--- src/rtl/serial_bit_driver.sv ---
`timescale 1ns/1ps
// Serialises a WIDTH-bit word onto D, one bit per DIV clocks, with a one-cycle E strobe per bit.
// Latency: first bit on D the cycle after START is accepted; DONE pulses WIDTH*DIV cycles after accept.
// Backpressure: START is only honoured in IDLE; requests during SHIFT/FIN are dropped, not queued.
module serial_bit_driver #(
    parameter int WIDTH     = 8,
    parameter int DIV       = 4,
    parameter bit MSB_FIRST = 1'b1
) (
    input  logic             CLK,
    input  logic             RST,
    input  logic             START,
    input  logic [WIDTH-1:0] DIN,
    output logic             D,
    output logic             E,
    output logic             BUSY,
    output logic             DONE
);

    // Prescaler only ever holds 0..DIV-1, bit counter only 0..WIDTH-1.
    localparam int PW = (DIV > 1) ? $clog2(DIV) : 1;
    localparam int CW = $clog2(WIDTH + 1);

    localparam logic [1:0] ST_IDLE  = 2'd0;
    localparam logic [1:0] ST_SHIFT = 2'd1;
    localparam logic [1:0] ST_FIN   = 2'd2;

    // Last prescaler value of a bit period, and the value one before it
    // (E is registered, so it is set on the edge that enters the last cycle).
    localparam logic [PW-1:0] PRE_LAST   = PW'(DIV - 1);
    localparam logic [PW-1:0] PRE_STROBE = PW'(DIV - 2);
    localparam logic [CW-1:0] LAST_BIT   = CW'(WIDTH - 1);

    logic [1:0]       state;
    logic [WIDTH-1:0] sreg;
    logic [WIDTH-1:0] sreg_adv;
    logic [PW-1:0]    presc;
    logic [CW-1:0]    bit_cnt;

    // Shift toward the output end, back-filling with 1s so an exhausted
    // register naturally idles D high (the downstream flop's preset value).
    always_comb begin
        sreg_adv = '1;
        if (MSB_FIRST) begin
            sreg_adv = (sreg << 1) | WIDTH'(1);
        end else begin
            sreg_adv = (sreg >> 1) | (WIDTH'(1) << (WIDTH - 1));
        end
    end

    // D is taken straight from the output end of the shift register flop.
    assign D = MSB_FIRST ? sreg[WIDTH-1] : sreg[0];

    // Frame sequencer: accept, hold each bit DIV cycles, strobe E in the last one.
    always_ff @(posedge CLK or negedge RST) begin
        if (!RST) begin
            state   <= ST_IDLE;
            sreg    <= '1;
            presc   <= '0;
            bit_cnt <= '0;
            E       <= 1'b0;
            BUSY    <= 1'b0;
            DONE    <= 1'b0;
        end else begin
            case (state)
                ST_IDLE: begin
                    if (START) begin
                        sreg    <= DIN;
                        presc   <= '0;
                        bit_cnt <= '0;
                        E       <= 1'b0;
                        BUSY    <= 1'b1;
                        state   <= ST_SHIFT;
                    end
                end
                ST_SHIFT: begin
                    if (presc == PRE_LAST) begin
                        // Downstream flop samples the current bit on this edge.
                        E     <= 1'b0;
                        presc <= '0;
                        if (bit_cnt == LAST_BIT) begin
                            sreg    <= '1;
                            bit_cnt <= '0;
                            BUSY    <= 1'b0;
                            DONE    <= 1'b1;
                            state   <= ST_FIN;
                        end else begin
                            sreg    <= sreg_adv;
                            bit_cnt <= bit_cnt + CW'(1);
                        end
                    end else begin
                        presc <= presc + PW'(1);
                        E     <= (presc == PRE_STROBE);
                    end
                end
                ST_FIN: begin
                    // One dead cycle; START is deliberately not looked at here.
                    DONE  <= 1'b0;
                    state <= ST_IDLE;
                end
                default: begin
                    state <= ST_IDLE;
                    sreg  <= '1;
                    E     <= 1'b0;
                    BUSY  <= 1'b0;
                    DONE  <= 1'b0;
                end
            endcase
        end
    end

endmodule

--- config.mk ---
export PLATFORM = sky130hd
export DESIGN_NAME = serial_bit_driver
export DESIGN_NICKNAME = d
export VERILOG_FILES = /design/src/rtl/serial_bit_driver.sv
export SDC_FILE = /design/constraint.sdc
export NUM_CORES = 1
export LEC_CHECK = 0
export BUFFER_PORTS_ARGS = -buffer_cell sky130_fd_sc_hd__buf_2
export CAP_MARGIN = 15
export CORE_ASPECT_RATIO = 1.5
export CORE_MARGIN = 3
export CORE_UTILIZATION = 34
export CTS_CLUSTER_DIAMETER = 30
export CTS_CLUSTER_SIZE = 30
export DETAILED_ROUTE_END_ITERATION = 10
export GPL_TIMING_DRIVEN = 0
export PLACE_DENSITY_LB_ADDON = 0.12
export SLEW_MARGIN = 10
export SYNTH_ARGS = -nofsm -noshare
export SYNTH_HDL_FRONTEND = slang
export SYNTH_SLANG_ARGS = --single-unit
--- constraint.sdc ---
create_clock -name CLK -period 2.45 [get_ports CLK]
set_input_delay 0.6125 -clock CLK [delete_from_list [all_inputs] [get_ports CLK]]
set_output_delay 0.6125 -clock CLK [all_outputs]
set_load 0.05 [all_outputs]
# Word-level counts from Yosys, hierarchy flattened
# Index checks and enable logic that the tools add are counted.
word_totals:
  ff_bits: 19
  inputBits: 11
op_classes:
  addsub: 2
  n_eq_ne: 8
  n_mux: 25
  bitwise_logic: 2
  reduce_logical: 9
ops:
  columns: ["operator", "count"]
  rows:
  - ["$mux W8", 3]
  - ["$pmux W8 S3", 1]
  - ["$mux W4", 3]
  - ["$reduce_and A3 Y1", 4]
  - ["$mux W2", 5]
  - ["$pmux W2 S2", 2]
  - ["$pmux W4 S2", 1]
  - ["$mux W1", 7]
  - ["$eq A2 B2 Y1 const B", 3]
  - ["$ne A2 B2 Y1 const B", 3]
  - ["$pmux W1 S3", 2]
  - ["$add A4 B1 Y4 const B", 1]
  - ["$eq A4 B3 Y1 const B", 1]
  - ["$reduce_and A2 Y1", 2]
  - ["$reduce_and A4 Y1", 1]
  - ["$add A2 B1 Y2 const B", 1]
  - ["$eq A2 B1 Y1 const B", 1]
  - ["$logic_not A2 Y1", 1]
  - ["$not A1 Y1", 2]
  - ["$pmux W1 S2", 1]
  - ["$reduce_bool A2 Y1", 1]

# Logic depth before layout (Yosys ltp)
# Gate-level depths: netlist of the first run.
logic_depth:
  ltp_word: 4
  mapped_depth: 6
  mapped_depth_nobuf: 5

# Worst setup path before layout of the first run
# No wires, ideal clock.
synth_path:
  kind: "register to register"
  from: "register presc[0]"
  to: "register bit_cnt[3]"
  arrival_time_ns: 1.390
  path_slack_ns: 0.934
  stages_incl_launch_ff: 6
  n_path_buf: 0
  path_cell_list: "dfrtp_1 ha_1 mux2_4 nand4_2 nor3_1 a221o_1"
synth_between:
  elab_chain_cells: 3
synth_lines:
  columns: ["element", "line", "text"]
  rows:
  - ["start: declaration", "37", "logic [PW-1:0] presc;"]
  - ["start signal: assignment", "92", "presc <= presc + PW'(1);"]
  - ["$eq A2 B2 Y1", "77", "if (presc == PRE_LAST) begin"]
  - ["$ne A2 B2 Y1 (no line)", null, null]
  - ["$reduce_and A3 Y1 (no line)", null, null]
  - ["end signal: assignment", "89", "bit_cnt <= bit_cnt + CW'(1);"]
  - ["end: declaration", "38", "logic [CW-1:0] bit_cnt;"]
# Every way passes these cells.
# A chain may end at the register's enable or synchronous reset.

# Worst setup path in the final report of the first run
layout_path:
  from: "register sreg[7]"
  to: "output port D"
layout_lines:
  columns: ["element", "line", "text"]
  rows:
  - ["start: declaration", "35", "logic [WIDTH-1:0] sreg;"]
  - ["start signal: assignment", "88", "sreg <= sreg_adv;"]
  - ["end: declaration", "14", "output logic D,"]
# No word-level cell between the ends.

==> metrics.csv, run 1 <==
stage,metric,value,unit
routing,drt-total-wl,1847,um
floorplan,dieArea,3493,um^2
worst_setup_path,crit_start,sreg[7],
global_routing,grt_pass1_wl,3298,um
global_routing,grt_util_met1,0.1495,
worst_setup_path,crit_fanout,2,
global_routing,overflow,0,
clocking,clk_pin_slew,0.11,ns
worst_setup_path,r2r_slack,0.83,ns
clocking,cts_buffer_depth,2,
yosys,synth-simple-area-share,0.1730,
clocking,cts_buffers,3,
routing,drtAntennaViolNets,0,
yosys,synth.cell_area,954.7,um^2
pwr,total_power,1567,uW
layout,drive_gt1_frac,0.2920,
layout,layout.cell_area.non_filler,1096,um^2
worst_setup_path,r2r-start,presc[0],
layout,fin_nets,128,
layout,diodes,0,
floorplan,io-pin-count,15,
global_routing,grt_max_degree,20,
sta,hold_viol_final,0,
worst_setup_path,crit_path_end_kind,output port,
clocking,postCtsResizedCells,0,
outcome,status,completed,
routing,drc_errors,0,
min_path,hold_class,input port to async pin,
pwr,switching_share,0.4369,
sta,setup_viol,0,
worst_setup_path,crit_family,flip-flops,
sta,finClkSkew,0.001074,ns
yosys,synth_compound_area_frac,0.2202,
yosys,syn_inst,95,
routing,drt_iter0_markers,13,
worst_setup_path,r2r_cells,5,
pwr,p_leak,0.0005197,uW
place,port_buffers,14,
yosys,yosysWarningCount,0,
sta,fin_crit,1.697,ns
clocking,cts-root-buf,clkbuf_4,
global_routing,grt_pass1_vias,708,
routing,dr.pass1.iters,4,
worst_setup_path,path_buf_inv,1,
routing,vias,706,
job,cap_violations,0,
global_routing,grt_usage,0.1208,
layout,mostFrequentLayoutCell,nand2_1,
clocking,cts_hold_buf,0,
worst_setup_path,worst_setup_path_start_kind,flop,
routing,vias_per_cell,4.738,
global_routing,antenna_found_initial,0,
pwr,powerDensity,1429,nW/um^2
global_routing,grt_use_met2,0.1985,
yosys,synth_top_family_by_area,compound AO/OA/AOI/OAI gates,
layout,final_cell_mix,"nand2_1 (17), buf_2 (14), dfrtp_1 (11), o21ai_1 (11)",
yosys,muxShareOfSynthArea,0.01573,
worst_setup_path,crit_type,flop to output port,
sta,final_max_slew_viol_count,0,
place,dp_hpwl,1370,um
worst_setup_path,slowest_delay,0.54,ns
yosys,synthXorXnorAreaFrac,0,
clocking,clock-sinks,19,
place,gp_congestion,0.7659,
sta,max_freq,589.4,MHz
sta,grt_setup_unrepaired,false,
floorplan,die_y,70.90,um
sta,worst_pin_slew,0.4319,ns
pwr,pwr-share-comb,0.517,
pwr,peakVddDrop,622.8,uV
floorplan,die_w,49.27,um
worst_setup_path,crit_slowest_cell,dfstp_2,
yosys,synth-seq-cells,19,
floorplan,start_util,0.3729,
sta,period_share,0.6925,
pwr,power_frac_clock,0.102,
sta,fin_setup_tns,0,ns
clocking,clkLatencyLatePin,0.29,ns
worst_setup_path,r2r_end,bit_cnt[3],
clocking,cts_tree,yes,
global_routing,globalRouteMet3Util,0.02526,
sta,relSlewSlack,0.7120,
pwr,switchingPower,684.5,uW
worst_setup_path,worstPathCellList,buf_2,
place,dpl_cell_area,1070,um^2
yosys,syn_avg_cell_area,10.05,um^2
yosys,synth_fp_nets,109,
layout,synthToLayoutAreaGrowth,14.81,%
yosys,seq_area_frac_synth,0.5085,
pwr,p_int,882.2,uW
clocking,htree_levels,1,
sta,timing.hold.ws,0.2428,ns
floorplan,coreArea,2560,um^2
yosys,synth_fa_ha_area_frac,0.03932,
yosys,synth_cell_types,29,
pwr,seqPwrFrac,0.381,
worst_setup_path,crit_required,1.84,ns
worst_setup_path,worstPathArrival,1.08,ns
global_routing,grt_busiest_layer,met2,
clocking,post-cts-setup-buffers,0,
routing,routedWlPerCell,12.40,um
floorplan,rows,22,
[cell families after synthesis]
family	after synthesis
compound gates	32
fa+ha+maj	3
buf+inv	7
flops	19
mux	1
simple gates	33
[power groups by stage]
stage	combinational, uW	clock [uW]	sequential, uW
2_1_floorplan	547	0	702
3_3_place_gp	816	0	600
3_5_place_dp	825	0	603
4_1_cts	825	167	599
5_1_grt	913	187	620
6_report	810	159	597
[per-layer routing]
metal / wire [um] / up-vias
li1: - / 374
met3: 88 / 2
met5: 0 / -
met1: 834 / 317
met2: 908 / 13
met4: 16 / 0
[through the flow]
| stage | worst slack (ns) | util | cells |
|---|---|---|---|
| floorplan | 0.9344 | - | 95 |
| global placement | 0.8216 | 0.4179 | 145 |
| detailed placement | 0.8190 | 0.4179 | 145 |
| CTS | 0.7370 | 0.4282 | 149 |
| global route | 0.6946 | 0.4282 | 149 |
| finish | 0.7534 | 0.4282 | 149 |
[sequential cells by signal, indices dropped and copies added (netlist names)]
name and flops:
E 1, state 2, sreg 8, bit_cnt 4, BUSY 1, DONE 1, presc 2
[cell type report]
class	instances	area, um^2
fillers	264	1464
flip-flops and latches	19	485.5
multi-input cells	69	427.9
repair buffers	14	70.07
well taps	36	45.04
plain buffers	4	30.03
clock buffers	4	26.28
inverters	3	11.26
[worst max-delay path by stage]
stage	endpoint	slack (ns)	depth (start not counted)
global route	D	0.69	1
detailed placement	sreg[5]	0.82	6
global placement	sreg[7]	0.82	5
floorplan	bit_cnt[3]	0.93	5
finish	D	0.75	1
CTS	D	0.74	1
[synth_stat cells, drive strengths merged]
cell | instances | area [um^2]
nand4 | 1 | 12.51
a221o | 1 | 10.01
o21ai | 13 | 65.06
ha | 3 | 37.54
inv | 3 | 11.26
a22o | 1 | 8.760
nand2b | 3 | 26.27
dfrtp | 11 | 275.3
and2 | 1 | 6.260
or2 | 2 | 12.51
a31o | 1 | 8.760
a21o | 2 | 15.01
and2b | 1 | 7.510
buf | 4 | 30.02
nor2 | 4 | 15.01
a21oi | 3 | 15.01
dfstp | 8 | 210.2
o211a | 1 | 10.01
nor2b | 1 | 6.260
o31ai | 1 | 7.510
mux2 | 1 | 15.01
o22ai | 9 | 70.07
nor3 | 3 | 15.01
nand2 | 17 | 63.81
Power figures use the tool's default switching activity.
==> run 2, diff against run 1 <==
==> constraint.sdc (replaced) <==
create_clock -name CLK -period 1.64 [get_ports CLK]
set_input_delay 0.41 -clock CLK [delete_from_list [all_inputs] [get_ports CLK]]
set_output_delay 0.41 -clock CLK [all_outputs]
set_load 0.05 [all_outputs]
==> run 2 against run 1 <==
Net effect: clock-buffer cell count did not move; total power rose by 50%; sequential share of layout area fell by 0.10 points; global-route usage did not move; critical endpoint is now bit_cnt[3]; setup slack got worse by 0.65 ns; clock power rose by 50%; clock skew barely moved; critical path depth rose by 4; largest cell class unchanged; highest routed layer unchanged; combinational power rose by 49%.
==> metrics.csv, run 2 (synthesis gave the netlist of run 1 again) <==
stage,metric,value,unit,change
place,dpl.cell_count,145,,unchanged
layout,top_regs,"sreg: 8 flops, bit_cnt: 4 flops",,unchanged
clocking,cts_buffers,3,,unchanged
routing,vias,707,,was 706
floorplan,rows,22,,unchanged
layout,multiInputGateArea,430.4,um^2,was 427.9 um^2
worst_setup_path,worst_setup_path_start_kind,flop,,unchanged
sta,grt_setup_unrepaired,false,,unchanged
sta,period_share,0.9393,,
clocking,clock-sinks,19,,unchanged
pwr,peakVddDrop,930.6,uV,was 622.8 uV
layout,drive_gt1_frac,0.3009,,was 0.2920
layout,diodes,0,,unchanged
clocking,cts-root-buf,clkbuf_4,,unchanged
layout,final_cell_mix,"nand2_1 (17), buf_2 (14), dfrtp_1 (11), o21ai_1 (11)",,unchanged
sta,fin_crit,1.540,ns,
worst_setup_path,crit_start,presc[0],,was sreg[7]
global_routing,grt_pass1_vias,708,,unchanged
global_routing,grt_pass1_wl,3298,um,unchanged
layout,fillers,264,,unchanged
global_routing,overflow,0,,unchanged
worst_setup_path,r2r_cells,5,,unchanged
global_routing,antenna_found_initial,0,,unchanged
worst_setup_path,r2r-start,presc[0],,unchanged
worst_setup_path,worstPathArrival,1.73,ns,was 1.08 ns
worst_setup_path,crit_path_end_kind,flop,,was output port
place,dp_hpwl,1370,um,unchanged
sta,finClkSkew,0.001179,ns,was 0.001074 ns
routing,drc_errors,0,,unchanged
sta,fin_setup_tns,0,ns,unchanged
pwr,total_power,2343,uW,was 1567 uW
place,gp_congestion,0.7659,,unchanged
routing,routedWlPerCell,12.40,um,about the same
routing,drt-total-wl,1848,um,was 1847 um
floorplan,die_y,70.90,um,unchanged
pwr,p_leak,0.0005176,uW,was 0.0005197 uW
global_routing,grt_usage,0.1208,,unchanged
floorplan,io-pin-count,15,,unchanged
sta,relSlewSlack,0.7120,,unchanged
sta,final_max_slew_viol_count,0,,unchanged
clocking,cts_buffer_depth,2,,unchanged
clocking,clk_pin_slew,0.11,ns,about the same
sta,worst_pin_slew,0.4319,ns,unchanged
layout,fin_nets,128,,unchanged
floorplan,coreArea,2560,um^2,unchanged
outcome,status,completed,,unchanged
floorplan,dieArea,3493,um^2,unchanged
sta,hold_viol_final,0,,unchanged
layout,largest_reg_flops,8,,unchanged
sta,setup_viol,0,,unchanged
floorplan,die_w,49.27,um,unchanged
clocking,htree_levels,1,,unchanged
worst_setup_path,crit_fanout,7,,was 2
routing,dr.pass1.iters,4,,unchanged
pwr,powerDensity,2133,nW/um^2,was 1429 nW/um^2
floorplan,start_util,0.3729,,unchanged
routing,vias_per_cell,4.745,,was 4.738
layout,seqCellArea,485.5,um^2,unchanged
sta,max_freq,649.2,MHz,
routing,drt_iter0_markers,14,,was 13
layout,regMostFlops,sreg,,unchanged
routing,drtAntennaViolNets,0,,unchanged
clocking,post-cts-setup-buffers,0,,unchanged
min_path,hold_class,input port to async pin,,unchanged
global_routing,grt_max_degree,20,,unchanged
clocking,clkLatencyLatePin,0.29,ns,about the same
job,cap_violations,0,,unchanged
layout,layout.cell_area.non_filler,1099,um^2,was 1096 um^2
layout,mostFrequentLayoutCell,nand2_1,,unchanged
worst_setup_path,crit_required,1.83,ns,was 1.84 ns
layout,stdcell_count,149,,unchanged
layout,synthToLayoutAreaGrowth,15.07,%,was 14.81%
place,dpl_cell_area,1070,um^2,unchanged
place,port_buffers,14,,unchanged
clocking,cts_tree,yes,,unchanged
worst_setup_path,crit_type,flop to flop,,was flop to output port
run 2: power by group:
part / leakage [uW] / total, uW / switching [uW] / internal [uW]
Sequential: 0.000226 / 893 / 131 / 762
Clock: 0.0000150 / 238 / 144 / 94.6
Combinational: 0.000277 / 1210 / 749 / 464
Total: 0.000518 / 2340 / 1020 / 1320
run 2: layout make-up:
type	count	area share
Sequential cell	19	0.4419
Multi-Input combinational cell	69	0.3918
Timing Repair Buffer	14	0.06378
Tap cell	36	0.04100
Buffer	4	0.02733
Clock buffer	4	0.02392
Inverter	3	0.01025
run 2: worst max-delay path, cell delays in order (launching register included):
cell	delay (ns)
dfrtp_1	0.43
ha_2	0.26
mux2_4	0.28
nand4_2	0.10
nor3_1	0.05
a221o_1	0.32
run 2: final timing paths:
check | endpoint | slack, ns
max in group asynchronous | sreg[0] | 1.27
worst min register to register | sreg[7] | 0.47
worst max register to register | bit_cnt[3] | 0.1
worst min-delay path | bit_cnt[0] | 0.04
worst max-delay path | bit_cnt[3] | 0.1
min in group CLK | sreg[0] | 0.36
run 2: through the flow:
step                setup WS, ns  hold slack [ns]  utilization
finish                   0.09953          0.04032       0.4291
detailed placement       0.04048           0.3762       0.4179
floorplan                 0.1244           0.1144            -
global placement         0.03474           0.3745       0.4179
CTS                     0.008672          0.04374       0.4282
global route             0.04929          0.03733       0.4291
run 2: repair_timing:
item / 4_1_cts / 5_1_grt
gates resized for setup: 0 / 1
endpoints found under the setup margin: 0 / 1
hold buffers: 0 / 0
run 2: layer usage:
layer / GRT usage / wire length [um] / up-vias
met5: 0 / 0 / -
met4: 0.05696 / 16 / 0
met3: 0.02526 / 88 / 2
met2: 0.1985 / 906 / 13
met1: 0.1495 / 836 / 318
li1: - / - / 374
==> run 3, diff against run 2 <==
--- a/config.mk
+++ b/config.mk
@@ -7,6 +7,8 @@
 export LEC_CHECK = 0
 export BUFFER_PORTS_ARGS = -buffer_cell sky130_fd_sc_hd__buf_2
 export CAP_MARGIN = 15
+export CELL_PAD_IN_SITES_DETAIL_PLACEMENT = 1
+export CELL_PAD_IN_SITES_GLOBAL_PLACEMENT = 1
 export CORE_ASPECT_RATIO = 1.5
 export CORE_MARGIN = 3
 export CORE_UTILIZATION = 34
==> run 3 against run 2 <==
Net effect: final cell count is the same; first-iteration DRC count shrank 7.1%; flip-flop and latch count is the same; clock power grew 3%; setup slack gained 0.00087 ns; die area is the same; clock skew grew 0.0032 ns; clock-buffer cell count shrank 1; critical path depth is the same; worst hold slack lost 0.014 ns; total power grew 1.9%; sequential share of layout area shrank 0.050 points.
==> metrics.csv, run 3 (synthesis gave the netlist of run 1 again) <==
stage,metric,value,unit,change
place,dpl_cell_area,1070,um^2,unchanged
sta,setup_viol,0,,unchanged
layout,final_cell_mix,"nand2_1 (17), buf_2 (14), dfrtp_1 (11), o21ai_1 (11)",,unchanged
layout,multiInputGateArea,430.4,um^2,unchanged
sta,relSlewSlack,0.7087,,was 0.7120
global_routing,grt_max_degree,20,,unchanged
pwr,peakVddDrop,880.6,uV,was 930.6 uV
worst_setup_path,worstPathArrival,1.74,ns,was 1.73 ns
job,cap_violations,0,,unchanged
sta,max_freq,649.5,MHz,was 649.2 MHz
worst_setup_path,crit_fanout,7,,unchanged
clocking,clock-sinks,19,,unchanged
sta,final_max_slew_viol_count,0,,unchanged
sta,hold_viol_final,0,,unchanged
routing,drt-total-wl,2140,um,was 1848 um
worst_setup_path,crit_type,flop to flop,,unchanged
floorplan,coreArea,2560,um^2,unchanged
floorplan,rows,22,,unchanged
outcome,status,completed,,unchanged
global_routing,grt_pass1_vias,847,,was 708
routing,dr.pass1.iters,3,,was 4
pwr,p_leak,0.0005203,uW,was 0.0005176 uW
routing,vias,762,,was 707
pwr,powerDensity,2171,nW/um^2,was 2133 nW/um^2
routing,routedWlPerCell,14.36,um,was 12.40 um
global_routing,grt_pass1_wl,3926,um,was 3298 um
global_routing,antenna_found_initial,0,,unchanged
layout,stdcell_count,149,,unchanged
floorplan,die_y,70.90,um,unchanged
place,dp_hpwl,1629,um,was 1370 um
sta,fin_setup_tns,0,ns,unchanged
sta,timing.hold.ws,0.02680,ns,was 0.04032 ns
place,port_buffers,14,,unchanged
clocking,cts_buffers,3,,unchanged
worst_setup_path,crit_required,1.84,ns,was 1.83 ns
layout,regMostFlops,sreg,,unchanged
layout,layout.cell_area.non_filler,1100,um^2,was 1099 um^2
floorplan,die_w,49.27,um,unchanged
worst_setup_path,worst_setup_path_start_kind,flop,,unchanged
place,dpl.cell_count,145,,unchanged
clocking,clkLatencyLatePin,0.30,ns,was 0.29 ns
clocking,cts-root-buf,clkbuf_4,,unchanged
sta,fin_crit,1.540,ns,about the same
routing,vias_per_cell,5.114,,was 4.745
place,gp_congestion,0.7296,,was 0.7659
layout,mostFrequentLayoutCell,nand2_1,,unchanged
layout,diodes,0,,unchanged
layout,seqCellArea,485.5,um^2,unchanged
layout,largest_reg_flops,8,,unchanged
layout,finish.utilization,0.4296,,was 0.4291
worst_setup_path,crit_path_end_kind,flop,,unchanged
floorplan,dieArea,3493,um^2,unchanged
global_routing,overflow,0,,unchanged
floorplan,io-pin-count,15,,unchanged
routing,drtAntennaViolNets,0,,unchanged
layout,drive_gt1_frac,0.3097,,was 0.3009
clocking,cts_tree,yes,,unchanged
global_routing,grt_usage,0.1453,,was 0.1208
sta,worst_pin_slew,0.4370,ns,was 0.4319 ns
layout,fin_nets,128,,unchanged
clocking,clk_pin_slew,0.11,ns,about the same
layout,synthToLayoutAreaGrowth,15.20,%,was 15.07%
layout,fillers,314,,was 264
routing,drt_iter0_markers,13,,was 14
clocking,htree_levels,1,,unchanged
sta,finClkSkew,0.004329,ns,was 0.001179 ns
clocking,cts_buffer_depth,2,,unchanged
layout,top_regs,"sreg: 8 flops, bit_cnt: 4 flops",,unchanged
min_path,hold_class,input port to async pin,,unchanged
sta,period_share,0.9388,,was 0.9393
sta,grt_setup_unrepaired,false,,unchanged
floorplan,start_util,0.3729,,unchanged
routing,drc_errors,0,,unchanged
## run 3: cell types whose count changed in the layout (fill, tap and decap cells not counted)
| cell | delta |
|---|---|
| clkbuf_1 | -1 |
| clkinv_2 | +1 |
## run 3: timing repair
item | in CTS | in global routing
hold buffers | 0 | 0
endpoints found under the setup margin | 0 | 1
buffers inserted | 0 | 0
resized for setup | 0 | 1
## run 3: worst max-delay path, stage by stage (launching register included)
cell     delay, ns
dfrtp_1       0.43
ha_2          0.26
mux2_4        0.28
nand4_2       0.10
nor3_1        0.05
a221o_1       0.31
## run 3: report_power, final
| group | internal (uW) | total [uW] | leakage, uW | switching, uW |
|---|---|---|---|---|
| combinational | 466 | 1240 | 0.000277 | 779 |
| sequential | 762 | 898 | 0.000226 | 136 |
| clock | 91.1 | 244 | 0.0000177 | 153 |
## run 3: final cells by class
class | instances | share of cell area
tap | 36 | 0.04096
clock buffer | 3 | 0.02048
buffer | 4 | 0.02730
timing repair buffer | 14 | 0.06371
clock inverter | 1 | 0.004551
multi-input combinational | 69 | 0.3914
inverter | 3 | 0.01024
sequential | 19 | 0.4414
## run 3: through the flow
step	total power (uW)	setup slack (ns)
2_1_floorplan	1866	0.1244
3_3_place_gp	2127	0.04967
3_5_place_dp	2178	0.03231
4_1_cts	2439	0.002272
5_1_grt	2621	0.0005559
6_report	2387	0.1004
## run 3: worst paths after layout
path	slack [ns]	from	cells after the start	end
max	0.10	presc[0]	5	bit_cnt[3]
min	0.03	RST	1	state[1]
max reg2reg	0.10	presc[0]	5	bit_cnt[3]
min reg2reg	0.47	sreg[7]	2	sreg[7]
max in group asynchronous	1.28	RST	1	sreg[5]
min in group CLK	0.35	DIN[0]	3	sreg[0]
## run 3: metal layers
metal / routed length (um) / global-route usage / part of all wire
met5: 0 / 0 / 0
met4: 44 / 0.06646 / 0.021
met3: 63 / 0.02316 / 0.029
met2: 1164 / 0.2552 / 0.54
met1: 867 / 0.1704 / 0.41
